--- config.mk ---
export PLATFORM = sky130hd
export DESIGN_NAME = data_mem_arbiter_flat
export DESIGN_NICKNAME = d
export VERILOG_FILES = /design/src/rtl/data_mem_arbiter_if.sv /design/src/rtl/data_mem_arbiter.sv /design/src/flat_wrapper.sv
export SDC_FILE = /design/constraint.sdc
export NUM_CORES = 1
export LEC_CHECK = 0
export ABC_AREA = 1
export CAP_MARGIN = 0
export CORE_ASPECT_RATIO = 1.75
export CORE_MARGIN = 2
export CORE_UTILIZATION = 43
export CTS_BUF_LIST = sky130_fd_sc_hd__clkbuf_4 sky130_fd_sc_hd__clkbuf_8 sky130_fd_sc_hd__clkbuf_16
export CTS_CLUSTER_DIAMETER = 40
export DETAILED_ROUTE_END_ITERATION = 10
export GPL_ROUTABILITY_DRIVEN = 1
export PLACE_DENSITY_LB_ADDON = 0.05
export SLEW_MARGIN = 25
export SYNTH_ARGS = -nofsm -noshare
export SYNTH_HDL_FRONTEND = slang
export SYNTH_SLANG_ARGS = --single-unit
export TNS_END_PERCENT = 20
--- constraint.sdc ---
create_clock -name clk -period 6.5 [get_ports clk]
set_input_delay 0.65 -clock clk [delete_from_list [all_inputs] [get_ports clk]]
set_output_delay 0.65 -clock clk [all_outputs]
set_load 0.01 [all_outputs]
--- src/rtl/data_mem_arbiter_if.sv ---
// Shared types and the requester/memory bundle for the two-port data memory arbiter.
package data_mem_arbiter_pkg;
  typedef enum logic [2:0] {
    BYTE_S = 3'd0,
    HALF_S = 3'd1,
    WORD   = 3'd2,
    BYTE_U = 3'd4,
    HALF_U = 3'd5
  } data_size_e;
endpackage

interface data_mem_arbiter_if #(
  parameter int unsigned ADDR_WIDTH = 16
);
  import data_mem_arbiter_pkg::*;

  logic [1:0]                 req_valid;
  logic [1:0]                 req_we;
  logic [1:0][ADDR_WIDTH-1:0] req_addr;
  data_size_e [1:0]           req_unit;
  logic [1:0][31:0]           req_wdata;
  logic [1:0]                 req_ready;
  logic [1:0]                 req_err;
  logic [31:0]                rsp_rdata;

  logic [ADDR_WIDTH-1:0]      mem_addr;
  logic                       mem_re;
  logic                       mem_we;
  data_size_e                 mem_unit;
  logic [31:0]                mem_wdata;
  logic [31:0]                mem_rdata;

  logic                       busy;

  // Arbiter side: takes requests and memory read data, drives everything else
  modport slave (
    input  req_valid, req_we, req_addr, req_unit, req_wdata, mem_rdata,
    output req_ready, req_err, rsp_rdata,
    output mem_addr, mem_re, mem_we, mem_unit, mem_wdata, busy
  );

  // Environment side: requesters plus the memory itself
  modport master (
    output req_valid, req_we, req_addr, req_unit, req_wdata, mem_rdata,
    input  req_ready, req_err, rsp_rdata,
    input  mem_addr, mem_re, mem_we, mem_unit, mem_wdata, busy
  );
endinterface

--- src/rtl/data_mem_arbiter.sv ---
// Round-robin two-port arbiter and access sequencer for the single-ported data memory,
// with configurable wait states, misalignment rejection and store unit normalisation.
module data_mem_arbiter
  import data_mem_arbiter_pkg::*;
#(
  parameter int unsigned ADDR_WIDTH  = 16,
  parameter int unsigned WAIT_STATES = 0
) (
  input  logic              clk,
  input  logic              rst,
  data_mem_arbiter_if.slave bus
);

  localparam int unsigned CNT_W = 4;

  localparam logic [1:0] S_IDLE   = 2'd0;
  localparam logic [1:0] S_ACCESS = 2'd1;
  localparam logic [1:0] S_DONE   = 2'd2;

  logic [1:0]            state, state_d;
  logic                  grant, grant_d;
  logic                  last_grant, last_grant_d;
  logic [CNT_W-1:0]      cnt, cnt_d;
  logic [ADDR_WIDTH-1:0] lat_addr, lat_addr_d;
  logic                  lat_we, lat_we_d;
  data_size_e            lat_unit, lat_unit_d;
  logic [31:0]           lat_wdata, lat_wdata_d;

  logic [1:0]            ready_q, ready_d;
  logic [1:0]            err_q, err_d;
  logic [31:0]           rdata_q, rdata_d;
  logic [ADDR_WIDTH-1:0] addr_q, addr_d;
  logic                  re_q, re_d;
  logic                  we_q, we_d;
  data_size_e            unit_q, unit_d;
  logic [31:0]           wdata_q, wdata_d;
  logic                  busy_q, busy_d;

  logic                  sel;
  logic [ADDR_WIDTH-1:0] sel_addr;
  logic                  sel_we;
  data_size_e            sel_unit;
  logic [31:0]           sel_wdata;
  logic                  sel_mis;

  // Signed store units make no sense to the memory; collapse them to the unsigned form
  function automatic data_size_e norm_unit(input logic we, input data_size_e u);
    data_size_e r;
    r = u;
    if (we && (u == BYTE_S)) r = BYTE_U;
    if (we && (u == HALF_S)) r = HALF_U;
    return r;
  endfunction

  function automatic logic misaligned(input logic [1:0] a, input data_size_e u);
    logic r;
    case (u)
      HALF_S, HALF_U: r = a[0];
      WORD:           r = (a != 2'b00);
      default:        r = 1'b0;
    endcase
    return r;
  endfunction

  // Pick the port to grant: a lone requester wins, a tie goes opposite the last grant
  always_comb begin : req_select
    sel = 1'b0;
    case (bus.req_valid)
      2'b10:   sel = 1'b1;
      2'b11:   sel = ~last_grant;
      default: sel = 1'b0;
    endcase
    sel_addr  = bus.req_addr[sel];
    sel_we    = bus.req_we[sel];
    sel_unit  = norm_unit(sel_we, bus.req_unit[sel]);
    sel_wdata = bus.req_wdata[sel];
    sel_mis   = misaligned(sel_addr[1:0], sel_unit);
  end

  // Next state; registered outputs are precomputed for the state being entered
  always_comb begin : fsm_next
    state_d      = state;
    grant_d      = grant;
    last_grant_d = last_grant;
    cnt_d        = cnt;
    lat_addr_d   = lat_addr;
    lat_we_d     = lat_we;
    lat_unit_d   = lat_unit;
    lat_wdata_d  = lat_wdata;
    ready_d      = 2'b00;
    err_d        = 2'b00;
    rdata_d      = rdata_q;
    addr_d       = '0;
    re_d         = 1'b0;
    we_d         = 1'b0;
    unit_d       = BYTE_S;
    wdata_d      = 32'h0;

    case (state)
      S_IDLE: begin
        if (|bus.req_valid) begin
          grant_d      = sel;
          last_grant_d = sel;
          lat_addr_d   = sel_addr;
          lat_we_d     = sel_we;
          lat_unit_d   = sel_unit;
          lat_wdata_d  = sel_wdata;
          cnt_d        = CNT_W'(WAIT_STATES);
          if (sel_mis) begin
            state_d      = S_DONE;
            ready_d[sel] = 1'b1;
            err_d[sel]   = 1'b1;
            rdata_d      = 32'h0;
          end else begin
            state_d = S_ACCESS;
            addr_d  = sel_addr;
            unit_d  = sel_unit;
            re_d    = ~sel_we;
            we_d    = sel_we && (WAIT_STATES == 32'd0);
            wdata_d = sel_we ? sel_wdata : 32'h0;
          end
        end
      end

      S_ACCESS: begin
        if (cnt == '0) begin
          state_d        = S_DONE;
          ready_d[grant] = 1'b1;
          rdata_d        = lat_we ? 32'h0 : bus.mem_rdata;
        end else begin
          // Still accessing next cycle; the write strobe lands only on the last one
          cnt_d   = cnt - CNT_W'(1);
          addr_d  = lat_addr;
          unit_d  = lat_unit;
          re_d    = ~lat_we;
          we_d    = lat_we && (cnt == CNT_W'(1));
          wdata_d = lat_we ? lat_wdata : 32'h0;
        end
      end

      S_DONE:  state_d = S_IDLE;
      default: state_d = S_IDLE;
    endcase

    busy_d = (state_d != S_IDLE);
  end

  always_ff @(posedge clk or posedge rst) begin : state_reg
    if (rst) begin
      state      <= S_IDLE;
      grant      <= 1'b0;
      last_grant <= 1'b1;
      cnt        <= '0;
      lat_addr   <= '0;
      lat_we     <= 1'b0;
      lat_unit   <= BYTE_S;
      lat_wdata  <= 32'h0;
      ready_q    <= 2'b00;
      err_q      <= 2'b00;
      rdata_q    <= 32'h0;
      addr_q     <= '0;
      re_q       <= 1'b0;
      we_q       <= 1'b0;
      unit_q     <= BYTE_S;
      wdata_q    <= 32'h0;
      busy_q     <= 1'b0;
    end else begin
      state      <= state_d;
      grant      <= grant_d;
      last_grant <= last_grant_d;
      cnt        <= cnt_d;
      lat_addr   <= lat_addr_d;
      lat_we     <= lat_we_d;
      lat_unit   <= lat_unit_d;
      lat_wdata  <= lat_wdata_d;
      ready_q    <= ready_d;
      err_q      <= err_d;
      rdata_q    <= rdata_d;
      addr_q     <= addr_d;
      re_q       <= re_d;
      we_q       <= we_d;
      unit_q     <= unit_d;
      wdata_q    <= wdata_d;
      busy_q     <= busy_d;
    end
  end

  assign bus.req_ready = ready_q;
  assign bus.req_err   = err_q;
  assign bus.rsp_rdata = rdata_q;
  assign bus.mem_addr  = addr_q;
  assign bus.mem_re    = re_q;
  assign bus.mem_we    = we_q;
  assign bus.mem_unit  = unit_q;
  assign bus.mem_wdata = wdata_q;
  assign bus.busy      = busy_q;

endmodule

--- src/flat_wrapper.sv ---
// flat-port wrapper written by rule: the top's interface ports become plain ports
module data_mem_arbiter_flat import data_mem_arbiter_pkg::*;
#(
  parameter int unsigned ADDR_WIDTH  = 16,
  parameter int unsigned WAIT_STATES = 0
)
  (clk, rst, bus_req_valid, bus_req_we, bus_req_addr, bus_req_unit, bus_req_wdata, bus_mem_rdata, bus_req_ready, bus_req_err, bus_rsp_rdata, bus_mem_addr, bus_mem_re, bus_mem_we, bus_mem_unit, bus_mem_wdata, bus_busy);
  data_mem_arbiter_if #(.ADDR_WIDTH(ADDR_WIDTH)) bus_i ();
  input  logic clk;
  input  logic rst;
  input wire logic [$bits(bus_i.req_valid)-1:0] bus_req_valid;
  input wire logic [$bits(bus_i.req_we)-1:0] bus_req_we;
  input wire logic [$bits(bus_i.req_addr)-1:0] bus_req_addr;
  input wire logic [$bits(bus_i.req_unit)-1:0] bus_req_unit;
  input wire logic [$bits(bus_i.req_wdata)-1:0] bus_req_wdata;
  input wire logic [$bits(bus_i.mem_rdata)-1:0] bus_mem_rdata;
  output wire logic [$bits(bus_i.req_ready)-1:0] bus_req_ready;
  output wire logic [$bits(bus_i.req_err)-1:0] bus_req_err;
  output wire logic [$bits(bus_i.rsp_rdata)-1:0] bus_rsp_rdata;
  output wire logic [$bits(bus_i.mem_addr)-1:0] bus_mem_addr;
  output wire logic [$bits(bus_i.mem_re)-1:0] bus_mem_re;
  output wire logic [$bits(bus_i.mem_we)-1:0] bus_mem_we;
  output wire logic [$bits(bus_i.mem_unit)-1:0] bus_mem_unit;
  output wire logic [$bits(bus_i.mem_wdata)-1:0] bus_mem_wdata;
  output wire logic [$bits(bus_i.busy)-1:0] bus_busy;
  assign bus_i.req_valid = bus_req_valid;
  assign bus_i.req_we = bus_req_we;
  assign bus_i.req_addr = bus_req_addr;
  assign bus_i.req_unit = bus_req_unit;
  assign bus_i.req_wdata = bus_req_wdata;
  assign bus_i.mem_rdata = bus_mem_rdata;
  assign bus_req_ready = bus_i.req_ready;
  assign bus_req_err = bus_i.req_err;
  assign bus_rsp_rdata = bus_i.rsp_rdata;
  assign bus_mem_addr = bus_i.mem_addr;
  assign bus_mem_re = bus_i.mem_re;
  assign bus_mem_we = bus_i.mem_we;
  assign bus_mem_unit = bus_i.mem_unit;
  assign bus_mem_wdata = bus_i.mem_wdata;
  assign bus_busy = bus_i.busy;
  data_mem_arbiter #(.ADDR_WIDTH(ADDR_WIDTH), .WAIT_STATES(WAIT_STATES)) u_core (.clk(clk), .rst(rst), .bus(bus_i));
endmodule
==> impl_metrics.env, run 1 <==
export IMPL_die_y_um=169
export IMPL_r2r_start="u_core.last_grant"
export IMPL_holdPathStages=1
export IMPL_clk_latency_ns=0.42
export IMPL_crit_start="bus_req_valid[1]"
export IMPL_ys_seq_area_share_pct=55.9
export IMPL_synthesis_nets=890
export IMPL_final_common_cell="clkdlybuf4s50_1"
export IMPL_vias_per_cell=5.16
export IMPL_hp_class="register to register"
export IMPL_drc=0
export IMPL_via_count=5937
export IMPL_numClockSinks=150
export IMPL_totalWireLength_mm=18.3
export IMPL_synth_seq_cells=150
export IMPL_core_area_mm2=0.0153
export IMPL_finClkSkew_ns=0.0215
export IMPL_final_cells=1151
export IMPL_grt_pass1_vias=6059
export IMPL_p_switching_mw=1.56
export IMPL_power_frac_seq_pct=35.3
export IMPL_grt_pass1_wl_mm=29.4
export IMPL_initial_utilization_pct=43.9
export IMPL_internal_power_mw=2.67
export IMPL_crit_chain="clkdlybuf4s50_1 > o21ai_4 > inv_1 > buf_4 > nand3_4 > nand3_1 > nand2_1"
export IMPL_place_inst=1119
export IMPL_worstRegToRegCells=6
export IMPL_dp_hpwl_mm=12.8
export IMPL_htree_num_levels=4
export IMPL_finalHoldViolations=0
export IMPL_critical_path_max_stage_delay_ns=0.89
export IMPL_max_clock_path_buffers=2
export IMPL_drive_gt1_share_pct=7.36
export IMPL_final_cell_mix="clkdlybuf4s50_1, nand2_1, dfrtp_1"
export IMPL_worst_ir_drop_vdd_mv=0.270
export IMPL_avgSynthCellArea_um2=8.99
export IMPL_ys_warn_count=0
export IMPL_syn_to_final_growth_pct=43.2
export IMPL_drt_wirelength_per_cell_um=15.9
export IMPL_grt_start_max_net_pins=84
export IMPL_drt_pass1_iterations=4
export IMPL_clkTransAtPathRegs_ns=0.07
export IMPL_worstSetupPathType="input pin to register"
export IMPL_rows=60
export IMPL_drt_iter0_drc=246
export IMPL_dpl_worst_slack_ns=2.77
export IMPL_end_kind="register"
export IMPL_pwr_share_clk_pct=23.3
export IMPL_min_period_ns=2.96
export IMPL_portBuffers=229
export IMPL_setup_slack_ns=3.54
export IMPL_crit_path_start_kind="input pin"
export IMPL_cts_hold_buf=0
export IMPL_cts_inserted_buffers=17
export IMPL_worstHoldStart="u_core.lat_we"
export IMPL_period_share_pct=45.5
export IMPL_gp_congestion=0.839
export IMPL_cp_slowest_cell="o21ai_4"
export IMPL_fmax_mhz=338
export IMPL_syn_area_mm2=0.00672
export IMPL_worst_slew_pin_slew_ns=0.992
export IMPL_worst_slew_margin_rel_pct=33.6
export IMPL_rsz0062_at_grt="no"
export IMPL_grt_use_total_pct=21.9
export IMPL_fin_tns_setup_ns=0
export IMPL_ctsResizeCount=0
export IMPL_power_frac_comb_pct=41.4
export IMPL_p_per_area_mw_per_mm2=440
export IMPL_cts_root_buf="clkbuf_16"
export IMPL_cp_max_fo=49
export IMPL_diodes=0
export IMPL_postSynthCellCount=747
export IMPL_synth_cell_types=34
export IMPL_nets=1095
export IMPL_grt_overflow_total=0
export IMPL_maxCapViolCount=0
export IMPL_p_leak_nw=4.70
export IMPL_status="finished clean"
export IMPL_p_sw_share_pct=36.9
export IMPL_arrival_ns=3.30
export IMPL_design_die_area_mm2=0.0167
export IMPL_setup_violations=0
export IMPL_drv_slew=0
export IMPL_pin_count=230
export IMPL_antenna_found_initial=0
export IMPL_ant_nets=0
export IMPL_crit_required_ns=6.84
export IMPL_fp_dieW_um=98.5
export IMPL_cts_tree="done"
export IMPL_cts_setup_buffers=0
[Yosys cell counts]
| master | instances | area, µm² |
|---|---|---|
| nand4_1 | 1 | 6.26 |
| buf_2 | 11 | 55.1 |
| o21ai_1 | 4 | 20.0 |
| xor2_1 | 1 | 8.76 |
| dfrtp_1 | 149 | 3730 |
| o21ai_0 | 36 | 180 |
| buf_4 | 8 | 60.1 |
| a22o_1 | 16 | 140 |
| o21bai_1 | 1 | 7.51 |
| nand2_2 | 15 | 93.8 |
| nand3_1 | 87 | 435 |
| nand3_2 | 3 | 30.0 |
| nand2_4 | 5 | 56.3 |
| nand3_4 | 2 | 35.0 |
| nand3b_1 | 4 | 30.0 |
| nor2_1 | 46 | 173 |
| buf_8 | 1 | 15.0 |
| clkbuf_1 | 21 | 78.8 |
| o21ai_4 | 1 | 16.3 |
| nand2_1 | 219 | 822 |
| a31oi_1 | 5 | 31.3 |
| nor2_4 | 1 | 11.3 |
| dfstp_2 | 1 | 26.3 |
| o22ai_1 | 19 | 119 |
| ha_1 | 3 | 37.5 |
| inv_2 | 2 | 7.51 |
| buf_6 | 5 | 56.3 |
| a22oi_1 | 14 | 105 |
| nor2_2 | 2 | 12.5 |
| nor2_8 | 1 | 20.0 |
| inv_1 | 44 | 165 |
| clkinv_1 | 2 | 7.51 |
| a21oi_1 | 1 | 5.00 |
| a21o_1 | 16 | 120 |
[power groups by stage]
stage,combinational [mW],sequential (mW),clock (mW)
finish,1.75,1.49,0.987
CTS,1.77,1.49,1.01
global route,1.93,1.53,1.05
detailed placement,1.77,1.50,0
floorplan,0.928,1.58,0
global placement,1.71,1.49,0
[layer usage]
| metal | part of all wire [%] | vias to the layer above | global-route usage [%] |
|---|---|---|---|
| met5 | 0 | - | 0 |
| met4 | 1.7 | 0 | 7.27 |
| met3 | 5.3 | 20 | 4.28 |
| met2 | 55 | 192 | 40.3 |
| met1 | 38 | 2868 | 25.2 |
| li1 | - | 2857 | - |
[metrics by stage]
step / util (%) / total power, mW / area [µm²] / hold slack, ns
2_1_floorplan: - / 2.51 / 6720 / 0.440
3_3_place_gp: 58.8 / 3.20 / 9010 / 0.455
3_5_place_dp: 58.8 / 3.27 / 9010 / 0.459
4_1_cts: 62.8 / 4.27 / 9620 / 0.472
5_1_grt: 62.8 / 4.52 / 9620 / 0.482
6_report: 62.8 / 4.23 / 9620 / 0.470
[area by class of cell]
class,instances,area (µm²)
fill,1328,5700
sequential,150,3750
tap,186,233
multi-input combinational,503,2530
inverter,48,185
clock inverter,12,144
timing repair buffer,232,2310
clock buffer,20,460
[critical path: cells and delay by family]
family          cells  cell delay [ns]
compound gates      1             0.89
simple gates        3             0.67
buf+inv             3             1.05
[path summary, 6_finish.rpt]
path | to | slack, ns
setup / recovery | u_core.bus.rsp_rdata[5] | 3.54
hold / removal | u_core.bus.mem_re | 0.47
setup reg to reg | u_core.bus.mem_addr[13] | 3.97
hold reg to reg | u_core.bus.mem_re | 0.47
max in group asynchronous | u_core.bus.mem_we | 4.40
min in group asynchronous | u_core.bus.rsp_rdata[5] | 0.75
[cell families (layout without fill, tap and decap cells)]
family,Yosys count,count (layout),share of synthesized area [%]
AO/OA/AOI/OAI,113,113,11.1
XOR/XNOR,1,1,0.130
adder cells (fa/ha/maj),3,3,0.559
buffers and inverters,94,312,6.63
flip-flops,150,150,55.9
AND/OR/NAND/NOR,386,386,25.7
Power figures use the tool's default switching activity.
==> inputs of run 2 (changes only) <==
==> constraint.sdc (replaced) <==
create_clock -name clk -period 3 [get_ports clk]
set_input_delay 0.3 -clock clk [delete_from_list [all_inputs] [get_ports clk]]
set_output_delay 0.3 -clock clk [all_outputs]
set_load 0.01 [all_outputs]
==> run 2 against run 1 <==
First-iteration DRC count is 2.0% lower; via count is 1.6% higher; final cell count is 0.78% higher; critical path type is now register to register; clock power is 110% higher; combinational power is 120% higher; routed wire length is 4.1% higher; non-clock buffer count is 9 higher; sequential power is 120% higher; sequential cell count stayed put; clock-buffer cell count is 3 lower; total power is 120% higher; utilization is 0.41 points higher.
==> impl_metrics.env, run 2 (synthesis gave the netlist of run 1 again) <==
export IMPL_status="finished clean"
export IMPL_rsz0062_at_grt="no"
export IMPL_period_share_pct=80.8
export IMPL_multi_input_area_mm2=0.00252
export IMPL_grt_overflow_total=0
export IMPL_htree_num_levels=4
export IMPL_r2r_start="u_core.last_grant"
export IMPL_final_common_cell="clkdlybuf4s50_1"
export IMPL_clkTransAtPathRegs_ns=0.06
export IMPL_hp_class="input pin to asynchronous set/reset pin"
export IMPL_drc=0
export IMPL_nets=1104
export IMPL_cts_hold_buf=0
export IMPL_drt_pass1_iterations=4
export IMPL_setup_violations=0
export IMPL_worst_slew_pin_slew_ns=1.04
export IMPL_p_per_area_mw_per_mm2=944
export IMPL_crit_path_start_kind="register"
export IMPL_drv_slew=0
export IMPL_grt_start_max_net_pins=41
export IMPL_fin_total_pwr_mw=9.14
export IMPL_finalHoldViolations=0
export IMPL_grt_pass1_vias=6281
export IMPL_worstReg2RegEnd="u_core.bus.mem_wdata[4]"
export IMPL_fp_dieW_um=98.5
export IMPL_fmax_mhz=413
export IMPL_cp_max_fo=39
export IMPL_final_util_pct=63.2
export IMPL_antenna_found_initial=0
export IMPL_pin_count=230
export IMPL_diodes=0
export IMPL_die_y_um=169
export IMPL_syn_to_final_growth_pct=44.1
export IMPL_min_period_ns=2.42
export IMPL_fin_tns_setup_ns=0
export IMPL_crit_required_ns=3.35
export IMPL_portBuffers=229
export IMPL_final_cell_mix="clkdlybuf4s50_1, nand2_1, dfrtp_1"
export IMPL_cts_root_buf="clkbuf_16"
export IMPL_initial_utilization_pct=43.9
export IMPL_dp_hpwl_mm=13.7
export IMPL_arrival_ns=2.77
export IMPL_cts_setup_buffers=0
export IMPL_ant_nets=0
export IMPL_worstSetupPathType="register to register"
export IMPL_end_kind="register"
export IMPL_fill_cells=1311
export IMPL_gp_congestion=0.923
export IMPL_drt_wirelength_per_cell_um=16.4
export IMPL_drive_gt1_share_pct=8.01
export IMPL_p_leak_nw=4.74
export IMPL_grt_pass1_wl_mm=30.4
export IMPL_maxCapViolCount=0
export IMPL_design_die_area_mm2=0.0167
export IMPL_numClockSinks=150
export IMPL_seqCellArea_mm2=0.00375
export IMPL_worstRegToRegCells=7
export IMPL_drt_iter0_drc=241
export IMPL_vias_per_cell=5.20
export IMPL_fin_area_mm2=0.00968
export IMPL_rrSetupSlack_ns=0.58
export IMPL_placed_area_mm2=0.00911
export IMPL_ctsResizeCount=0
export IMPL_cts_inserted_buffers=17
export IMPL_cts_tree="done"
export IMPL_max_clock_path_buffers=2
export IMPL_finClkSkew_ns=0.0148
export IMPL_rows=60
export IMPL_totalWireLength_mm=19.0
export IMPL_setup_slack_ns=0.576
export IMPL_worst_ir_drop_vdd_mv=0.533
export IMPL_dpl_worst_slack_ns=0.205
export IMPL_grt_use_total_pct=22.7
export IMPL_core_area_mm2=0.0153
export IMPL_via_count=6034
export IMPL_clk_latency_ns=0.42
export IMPL_worst_slew_margin_rel_pct=30.6
[run 2: changes by cell type in the layout (fill, tap and decap cells not counted)]
cell        previous run  this run
buf_4                  3         9
clkinv_4               5         0
buf_12                 0         3
clkinv_2               0         3
inv_6                  3         6
clkbuf_8               2         0
inv_8                  0         2
nand2_1              217       219
nand2_2               17        15
bufinv_16              2         1
clkbuf_4               1         0
clkinvlp_4             3         4
[run 2: worst max path at each step]
| stage | start | end | slack (ns) | cells after the start |
|---|---|---|---|---|
| 2_1_floorplan | rst | u_core.bus.busy | 0.81 | 1 |
| 3_3_place_gp | bus_req_valid[1] | u_core.bus.mem_wdata[16] | 0.29 | 7 |
| 3_5_place_dp | bus_req_valid[1] | u_core.bus.mem_addr[14] | 0.20 | 6 |
| 4_1_cts | u_core.last_grant | u_core.bus.mem_wdata[4] | 0.59 | 7 |
| 5_1_grt | u_core.last_grant | u_core.bus.mem_wdata[4] | 0.41 | 7 |
| 6_report | u_core.last_grant | u_core.bus.mem_wdata[4] | 0.58 | 7 |
[run 2: area by class of cell]
type	count	share of cell area (%)
Clock buffer	17	4.39
Clock inverter	15	1.47
Inverter	48	1.90
Multi-Input combinational cell	503	26.0
Sequential cell	150	38.8
Tap cell	186	2.40
Timing Repair Buffer	241	25.0
[run 2: through the flow]
step	hold WS (ns)	cells
after CTS	0.403	1160
final	0.378	1160
after floorplan	0.438	747
after global placement	0.451	1128
after detailed placement	0.460	1128
after global routing	0.443	1160
[run 2: routing by layer]
metal	vias up	part of all wire, %	global-route usage, %
met5	-	0	0
met4	0	2.5	8.81
met3	30	5.7	5.35
met2	194	55	42.5
met1	2936	37	24.3
li1	2874	-	-
[run 2: power breakdown]
group          switching (mW)  internal (mW)  leakage (nW)
clock                   0.895           1.16         0.275
sequential              0.363           2.87          1.94
combinational            2.17           1.68          2.52
[run 2: critical path: stages (launching register included)]
cell     delay [ns]
dfstp_2        0.56
nand2_4        0.09
nand2_4        0.23
inv_2          0.17
nor2_4         0.82
a22o_1         0.31
nand2_1        0.08
nand2_1        0.08
